==> config.mk <==
export PLATFORM = sky130hd
export DESIGN_NAME = uart_io_ctrl
export DESIGN_NICKNAME = d
export VERILOG_FILES = /design/src/rtl/uart_io_ctrl.sv
export SDC_FILE = /design/constraint.sdc
export NUM_CORES = 1
export LEC_CHECK = 0
export BUFFER_PORTS_ARGS = -buffer_cell sky130_fd_sc_hd__buf_2
export CORE_MARGIN = 2
export CORE_UTILIZATION = 55
export CTS_CLUSTER_DIAMETER = 50
export DETAILED_ROUTE_END_ITERATION = 8
export MAX_ROUTING_LAYER = met4
export PLACE_DENSITY = 0.73
export REMOVE_ABC_BUFFERS = 1
export SYNTH_ARGS = -nofsm -noshare
export SYNTH_HDL_FRONTEND = slang
export SYNTH_SLANG_ARGS = --single-unit
==> constraint.sdc <==
create_clock -name clk -period 3.85 [get_ports clk]
set_clock_uncertainty 0.1 [all_clocks]
set_input_delay 0.5775 -clock clk [delete_from_list [all_inputs] [get_ports clk]]
set_output_delay 0.5775 -clock clk [all_outputs]
set_load 0.05 [all_outputs]
==> src/rtl/uart_io_ctrl.sv <==
// UART boot loader and runtime byte arbiter: loads a length-prefixed program into imem,
// sends an ACK byte, then releases the core and serves its in/out requests through FIFOs.
module uart_io_ctrl #(
  parameter int          RX_DEPTH_LOG = 4,
  parameter int          TX_DEPTH_LOG = 4,
  parameter int          IMEM_ADDR_W  = 14,
  parameter logic [7:0]  ACK_BYTE     = 8'hAA
) (
  input  logic                   clk,
  input  logic                   rstn,
  input  logic [7:0]             rx_data,
  input  logic                   rx_ready,
  input  logic                   rx_ferr,
  output logic [7:0]             tx_data,
  output logic                   tx_start,
  input  logic                   tx_busy,
  output logic                   imem_we,
  output logic [IMEM_ADDR_W-1:0] imem_addr,
  output logic [31:0]            imem_wdata,
  output logic                   cpu_run,
  input  logic                   cpu_in_req,
  output logic                   cpu_in_ack,
  output logic [7:0]             cpu_in_data,
  input  logic                   cpu_out_req,
  input  logic [7:0]             cpu_out_data,
  output logic                   cpu_out_ack,
  output logic                   rx_err,
  output logic                   rx_ovf
);
  localparam int RXD = 1 << RX_DEPTH_LOG;
  localparam int TXD = 1 << TX_DEPTH_LOG;

  typedef enum logic [1:0] {S_LOAD_LEN, S_LOAD_WORD, S_ACK, S_RUN} state_t;
  state_t r_state, w_next;

  logic [1:0]             r_byte_cnt;
  logic [31:0]            r_shift, r_len, r_word_cnt;
  logic [IMEM_ADDR_W-1:0] r_waddr, r_imem_addr;
  logic [31:0]            r_imem_wdata;
  logic                   r_imem_we, r_cpu_run, r_rx_err, r_rx_ovf, r_tx_start;
  logic [7:0]             r_tx_data;

  logic [7:0]              r_rx_mem [RXD];
  logic [RX_DEPTH_LOG-1:0] r_rx_wp, r_rx_rp;
  logic [RX_DEPTH_LOG:0]   r_rx_cnt;
  logic [7:0]              r_tx_mem [TXD];
  logic [TX_DEPTH_LOG-1:0] r_tx_wp, r_tx_rp;
  logic [TX_DEPTH_LOG:0]   r_tx_cnt;

  logic        w_acc, w_word_done, w_last_word;
  logic [31:0] w_word;
  logic        w_assemble, w_len_done, w_wr, w_ack_go, w_run;
  logic        w_rx_full, w_rx_push, w_rx_drop, w_tx_full, w_tx_pop;

  assign w_acc       = rx_ready & ~rx_ferr;
  assign w_word      = {r_shift[23:0], rx_data};
  assign w_word_done = w_acc & (r_byte_cnt == 2'd3);
  assign w_last_word = (r_word_cnt + 32'd1) == r_len;

  always_ff @(posedge clk or negedge rstn) begin
    if (!rstn) r_state <= S_LOAD_LEN;
    else       r_state <= w_next;
  end

  always_comb begin
    w_next = r_state;
    case (r_state)
      S_LOAD_LEN:  if (w_word_done) w_next = (w_word == 32'd0) ? S_ACK : S_LOAD_WORD;
      S_LOAD_WORD: if (w_word_done && w_last_word) w_next = S_ACK;
      S_ACK:       if (!tx_busy) w_next = S_RUN;
      default:     w_next = S_RUN;
    endcase
  end

  // Acks are qualified by the registered run flag so the core only sees them once released.
  always_comb begin
    w_run       = (r_state == S_RUN);
    w_assemble  = w_acc & ((r_state == S_LOAD_LEN) | (r_state == S_LOAD_WORD));
    w_len_done  = (r_state == S_LOAD_LEN) & w_word_done;
    w_wr        = (r_state == S_LOAD_WORD) & w_word_done;
    w_ack_go    = (r_state == S_ACK) & ~tx_busy;
    w_rx_full   = r_rx_cnt == (RX_DEPTH_LOG+1)'(RXD);
    w_tx_full   = r_tx_cnt == (TX_DEPTH_LOG+1)'(TXD);
    cpu_in_ack  = r_cpu_run & cpu_in_req & (r_rx_cnt != '0);
    cpu_out_ack = r_cpu_run & cpu_out_req & ~w_tx_full;
    w_rx_push   = w_run & w_acc & (~w_rx_full | cpu_in_ack);
    w_rx_drop   = w_run & w_acc & w_rx_full & ~cpu_in_ack;
    w_tx_pop    = (r_tx_cnt != '0) & ~tx_busy & ~r_tx_start;
  end

  always_ff @(posedge clk or negedge rstn) begin
    if (!rstn) begin
      r_byte_cnt   <= '0;
      r_shift      <= '0;
      r_len        <= '0;
      r_word_cnt   <= '0;
      r_waddr      <= '0;
      r_imem_we    <= 1'b0;
      r_imem_addr  <= '0;
      r_imem_wdata <= '0;
      r_cpu_run    <= 1'b0;
      r_rx_err     <= 1'b0;
      r_rx_ovf     <= 1'b0;
      r_tx_start   <= 1'b0;
      r_tx_data    <= '0;
    end else begin
      r_imem_we  <= 1'b0;
      r_tx_start <= 1'b0;
      r_cpu_run  <= w_run;
      if (rx_ready && rx_ferr) r_rx_err <= 1'b1;
      if (w_rx_drop)           r_rx_ovf <= 1'b1;
      if (w_assemble) begin
        r_shift    <= w_word;
        r_byte_cnt <= r_byte_cnt + 2'd1;
      end
      if (w_len_done) begin
        r_len      <= w_word;
        r_word_cnt <= '0;
        r_waddr    <= '0;
      end
      if (w_wr) begin
        r_imem_we    <= 1'b1;
        r_imem_addr  <= r_waddr;
        r_imem_wdata <= w_word;
        r_waddr      <= r_waddr + IMEM_ADDR_W'(1);
        r_word_cnt   <= r_word_cnt + 32'd1;
      end
      if (w_ack_go) begin
        r_tx_start <= 1'b1;
        r_tx_data  <= ACK_BYTE;
      end else if (w_tx_pop) begin
        r_tx_start <= 1'b1;
        r_tx_data  <= r_tx_mem[r_tx_rp];
      end
    end
  end

  always_ff @(posedge clk or negedge rstn) begin
    if (!rstn) begin
      r_rx_wp  <= '0;
      r_rx_rp  <= '0;
      r_rx_cnt <= '0;
      r_tx_wp  <= '0;
      r_tx_rp  <= '0;
      r_tx_cnt <= '0;
    end else begin
      if (w_rx_push)   r_rx_wp <= r_rx_wp + RX_DEPTH_LOG'(1);
      if (cpu_in_ack)  r_rx_rp <= r_rx_rp + RX_DEPTH_LOG'(1);
      case ({w_rx_push, cpu_in_ack})
        2'b10:   r_rx_cnt <= r_rx_cnt + (RX_DEPTH_LOG+1)'(1);
        2'b01:   r_rx_cnt <= r_rx_cnt - (RX_DEPTH_LOG+1)'(1);
        default: r_rx_cnt <= r_rx_cnt;
      endcase
      if (cpu_out_ack) r_tx_wp <= r_tx_wp + TX_DEPTH_LOG'(1);
      if (w_tx_pop)    r_tx_rp <= r_tx_rp + TX_DEPTH_LOG'(1);
      case ({cpu_out_ack, w_tx_pop})
        2'b10:   r_tx_cnt <= r_tx_cnt + (TX_DEPTH_LOG+1)'(1);
        2'b01:   r_tx_cnt <= r_tx_cnt - (TX_DEPTH_LOG+1)'(1);
        default: r_tx_cnt <= r_tx_cnt;
      endcase
    end
  end

  always_ff @(posedge clk) begin
    if (w_rx_push)   r_rx_mem[r_rx_wp] <= rx_data;
    if (cpu_out_ack) r_tx_mem[r_tx_wp] <= cpu_out_data;
  end

  assign cpu_in_data = r_rx_mem[r_rx_rp];
  assign tx_data     = r_tx_data;
  assign tx_start    = r_tx_start;
  assign imem_we     = r_imem_we;
  assign imem_addr   = r_imem_addr;
  assign imem_wdata  = r_imem_wdata;
  assign cpu_run     = r_cpu_run;
  assign rx_err      = r_rx_err;
  assign rx_ovf      = r_rx_ovf;
endmodule

==> results_dict.tcl, run 1 <==
set metrics [dict create \
    slew_headroom_pct 28.8 \
    drt_iter0_drc 795 \
    critPathKind "reg2reg" \
    cp-end-kind "flip-flop" \
    grt_overflow 0 \
    cts_tree "done" \
    viasPerCell 5.90 \
    syn_inst 1299 \
    dp_hpwl_um 26300 \
    syn_to_final_growth_pct 14.5 \
    drc 0 \
    track_usage_pct 23.7 \
    seqPwrFrac_pct 40.2 \
    row_count 68 \
    swShare_pct 34.3 \
    fmaxAchievable_mhz 277 \
    p_leak_nw 8.48 \
    cts_made_buffers 50 \
    fp.dieW_um 191 \
    grt_max_degree 86 \
    synth_area_per_cell_um2 14.9 \
    final.period_utilization_pct 93.9 \
    clockRootBuffer "clkbuf_16" \
    path_max_fanout 8 \
    synthArstFlopShare_pct 42.7 \
    clock_power_share_pct 29.9 \
    internal_power_mw 11.0 \
    holdCritPathClass "in2reg" \
    h-tree-depth 2 \
    cts_setup_buffers 0 \
    synth.most_common_cell "edfxtp_1" \
    core_um2 34500 \
    rsz0062_at_grt "false" \
    antenna_found_initial 0 \
    routabilityCongestion 0.878 \
    totalWireLength_um 40400 \
    drtPass1Iterations 5 \
    nets 1444 \
    drv_cap 0 \
    cts_max_path_buffers 3 \
    ys_seq_area_share_pct 64.5 \
    drv_slew 0 \
    io_buffer_count 91 \
    start_kind "flip-flop" \
    cp.required_ns 4.18 \
    drive_gt1_share_pct 28.5 \
    power_switching_mw 5.75 \
    antenna_cells 0 \
    die-area_um2 36700 \
    dpl_worst_slack_ns 0.311 \
    rrSetupSlack_ns 0.24 \
    ys_types 64 \
    holdWs_ns 0.123 \
    peakVddDrop_v 0.000734 \
    syn_area_um2 19300 \
    p_comb_share_pct 29.9 \
    die_h_um 191 \
    clock_sinks 447 \
    finalHoldViolCount 0 \
    cts_resized 0 \
    cts.reportedPaths.clkPinSlew_ns 0.06 \
    grt_pass1_wl_um 64500 \
    wl_per_cell_um 21.3 \
    grt_pass1_vias 11300 \
    cts_hold_buf 1 \
    drtAntennaViolNets 0 \
    fin_ws_ns 0.237 \
    period_minus_slack_ns 3.61 \
    ys_top_cells_by_count "edfxtp_1, dfrtp_1, nand2_1, mux2_2, mux4_2" \
    top_level_ports 92 \
    worst_slew_pin_slew_ns 1.07 \
    synth_edf_count 256 \
    vias 11200 \
    yosys_warnings 0 \
    yosys.area.top_type "edfxtp_1" \
    status "finished clean" \
    worstPathArrival_ns 3.95 \
    cellPowerDensity_nw_per_um2 757 \
    setup_viol 0 \
    ys_seq_elements 447 \
    synth.top_cell.area_share_pct 39.8 \
    synthTopCellsByArea "edfxtp_1, dfrtp_1, mux4_2" \
    synth_flop_cell "edfxtp_1" \
    utilization_pct 64.1 \
    floorplan.initialDensity_pct 56.0 \
    worstSkewPairLatency_ns 0.58 \
]
==> per-stage QoR <==
stage | power (mW) | setup TNS [ns] | cells | area [um2]
final | 16.8 | 0 | 1895 | 22100
after global routing | 17.5 | 0 | 1895 | 22100
after CTS | 16.9 | 0 | 1895 | 22100
after detailed placement | 11.8 | 0 | 1800 | 20300
after global placement | 11.7 | 0 | 1800 | 20300
after floorplan | 10.4 | -106.15 | 1221 | 19000
==> cell usage in the layout, fill, tap and decap left out, drive strengths merged, types with 44 or more instances in the layout <==
master	count
o21ai	62
edfxtp	256
xnor2	49
mux4	80
nor3	44
mux2	100
nand2	117
clkbuf	62
dfrtp	191
buf	123
==> power groups by stage <==
| stage | Combinational, mW | Clock (mW) | Sequential [mW] |
|---|---|---|---|
| floorplan | 2.80 | 0 | 7.56 |
| global placement | 4.92 | 0 | 6.78 |
| global route | 5.38 | 5.29 | 6.86 |
| CTS | 5.08 | 5.11 | 6.74 |
| detailed placement | 5.02 | 0 | 6.81 |
| finish | 5.01 | 5.01 | 6.73 |
==> registers in the layout (all words and copies together) (netlist names), 2 cells and up <==
name and cells:
r_rx_mem 128, r_waddr 14, r_state 2, imem_addr 14
r_tx_rp 4, r_shift 24, r_rx_wp 4, r_tx_cnt 5
r_rx_cnt 5, r_tx_mem 128, imem_wdata 32, r_len 32
r_tx_wp 4, r_word_cnt 32, tx_data 8, r_rx_rp 4
r_byte_cnt 2
==> layer usage <==
metal	up-vias	global-route usage (%)	wire length, um
li1	5105	-	-
met1	5701	32.4	17600
met2	315	37.2	19800
met3	68	3.87	2040
met4	0	7.04	964
met5	-	-	0
==> worst paths after layout <==
path                                from           end  cells past startpoint
max                        r_word_cnt[0]    r_state[0]                      8
min                             rx_ready        rx_err                      2
max reg2reg                r_word_cnt[0]    r_state[0]                      8
min reg2reg                       rx_err        rx_err                      1
max in group asynchronous           rstn  imem_addr[0]                      3
min in group asynchronous           rstn       imem_we                      2
==> worst max-delay path: stages (launching register included) <==
cell and delay, ns:
dfrtp_1 0.45, ha_1 0.35, nand2_1 0.22, or3_1 0.51, or4_1 0.63, xnor2_1 0.17, or4_1 0.52, nor4_2 0.40
a31oi_1 0.13
==> area by class of cell <==
cell class                      instances  area, um2
Tap cell                              455        569
Clock inverter                         33        414
Fill cell                            2548      12400
Inverter                               28        105
Clock buffer                           61       1360
Sequential cell                       447      12500
Timing Repair Buffer                  125        772
Multi-Input combinational cell        746       6440
==> cell families (layout without fill, tap and decap cells) <==
family,count (synthesis),in the layout,synth area share [%]
and+or+nand+nor,325,325,8.65
DFF,447,447,64.5
muxes,191,191,15.7
buffers and inverters,106,247,2.31
AOI/OAI and AO/OA,143,143,4.39
adders and majority gates,23,23,1.57
xor gates and xnor gates,64,64,2.90
Power figures use the tool's default switching activity.
==> run 2, diff against run 1 <==
- CTS_BUF_LIST: default -> sky130_fd_sc_hd__clkbuf_4
==> run 2 against run 1 <==
  * Hold slack worse by 0.049 ns
  * Via count up 3.4%
  * Cell area down 0.76%
  * Flip-flop and latch count unchanged
  * Fmax down 0.26%
  * Non-clock buffer count up 12
  * Worst setup slack worse by 0.0094 ns
  * Count of clock-buffer cells in the layout up 105
  * Final cell count up 6.8%
  * Power down 6.0%
  * Critical path type unchanged
  * Critical endpoint unchanged
  * Largest power group unchanged
  * Highest routed layer unchanged
==> results_dict.tcl, run 2 (synthesized netlist as in run 1, its figures left out) <==
set metrics [dict create \
    holdWs_ns 0.0737 \
    fillers 2654 \
    cp_slowest_cell "or4_1" \
    utilization_pct 63.6 \
    antenna_found_initial 2 \
    cts_max_path_buffers 3 \
    h-tree-depth 3 \
    path_max_fanout 8 \
    cellPowerDensity_nw_per_um2 717 \
    cts.reportedPaths.clkPinSlew_ns 0.07 \
    syn_to_final_growth_pct 13.6 \
    r2r_end "r_state[0]" \
    whs_path_depth 1 \
    drc 0 \
    p_leak_nw 8.54 \
    fp.dieW_um 191 \
    finalHoldViolCount 0 \
    routabilityCongestion 0.878 \
    rsz0062_at_grt "false" \
    top_level_ports 92 \
    nets 1520 \
    crit_top_cell "or4_1" \
    drt_iter0_drc 883 \
    grt_pass1_wl_um 64100 \
    cts_tree "done" \
    die-area_um2 36700 \
    mostFrequentLayoutCells "edfxtp_1, dfrtp_1, clkbuf_4, nand2_1, mux2_2" \
    totalWireLength_um 40000 \
    drv_cap 0 \
    fin_ws_ns 0.227 \
    hold_path_end "r_rx_mem[9][6]" \
    drtPass1Iterations 5 \
    period_minus_slack_ns 3.62 \
    worstSkewPairLatency_ns 0.84 \
    slew_headroom_pct 29.3 \
    viasPerCell 5.71 \
    drtAntennaViolNets 0 \
    die_h_um 191 \
    core_um2 34500 \
    drv_slew 0 \
    r2r_cells 8 \
    cp-end-kind "flip-flop" \
    final.period_utilization_pct 94.1 \
    cts_made_buffers 114 \
    slowest_delay_ns 0.63 \
    cts_resized 0 \
    peakVddDrop_v 0.000640 \
    finalPower_mw 15.8 \
    worst_slew_pin_slew_ns 1.06 \
    status "finished clean" \
    path_cells "ha_1 -> nand2_1 -> or3_1 -> or4_1 -> xnor2_1 -> or4_1 -> nor4_2 -> a31oi_1" \
    setup_viol 0 \
    r2r-start "r_word_cnt[0]" \
    worstPathArrival_ns 4.20 \
    start_kind "flip-flop" \
    cp.required_ns 4.43 \
    grt_pass1_vias 11600 \
    min_from "rx_data[6]" \
    wl_per_cell_um 19.8 \
    track_usage_pct 23.6 \
    clockRootBuffer "clkbuf_4" \
    dpl_worst_slack_ns 0.311 \
    vias 11600 \
    dp_hpwl_um 26300 \
    rrSetupSlack_ns 0.23 \
    top_regs "r_rx_mem x128, r_tx_mem x128" \
    io_buffer_count 91 \
    clock_sinks 447 \
    row_count 68 \
    grt_overflow 0 \
    final_common_cell "edfxtp_1" \
    critPathKind "reg2reg" \
    grt_max_degree 86 \
    holdCritPathClass "in2reg" \
    drive_gt1_share_pct 32.4 \
    floorplan.initialDensity_pct 56.0 \
    fmaxAchievable_mhz 276 \
]
[run 2: timing repair]
action                    CTS  global route
setup buffers               0             0
hold buffers               13             0
hold endpoints to repair  177             0
[run 2: power by group]
group | switching, mW | internal [mW]
Sequential | 0.874 | 5.85
Clock | 1.92 | 2.12
Combinational | 2.86 | 2.13
[run 2: how the worst max path moves through the flow]
stage / cells past startpoint / slack (ns) / start / endpoint
after floorplan: 5 / -2.17 / rx_ready / r_len[0]
final: 8 / 0.23 / r_word_cnt[0] / r_state[0]
after detailed placement: 8 / 0.31 / r_word_cnt[0] / r_state[0]
after global placement: 8 / 0.44 / r_word_cnt[0] / r_state[0]
after CTS: 4 / 0.23 / r_rx_rp[0] / cpu_in_data[2]
after global routing: 8 / 0.11 / r_word_cnt[0] / r_state[0]
[run 2: layout make-up]
| type | instances | area (um2) | area share, % |
|---|---|---|---|
| sequential | 447 | 12500 | 56.8 |
| multi-input combinational | 746 | 6440 | 29.3 |
| clock buffer | 166 | 1250 | 5.67 |
| timing repair buffer | 137 | 892 | 4.06 |
| tap | 455 | 569 | 2.59 |
| clock inverter | 43 | 239 | 1.09 |
| inverter | 28 | 105 | 0.479 |
| antenna | 2 | 5.00 | 0.0228 |
[run 2: routing by layer]
layer	share of wire, %	vias up	track usage (%)
met2	48	325	35.6
met5	0	-	-
met4	2.6	0	8.73
met3	5.2	80	4.41
li1	-	5345	-
met1	44	5817	32.4
[run 2: stage by stage]
stage,instances,instance area [um2],setup TNS (ns)
final,2024,22000,0
after global routing,2024,22000,0
after CTS,2022,22000,0
after detailed placement,1800,20300,0
after global placement,1800,20300,0
after floorplan,1221,19000,-106.15
[run 2: critical path, delay by kind of cell, from the launching register on]
family / cells / cell delay [ns]
AOI/OAI and AO/OA: 1 / 0.13
xor gates and xnor gates: 1 / 0.17
adders and majority gates: 1 / 0.35
DFF: 1 / 0.45
and+or+nand+nor: 5 / 2.30
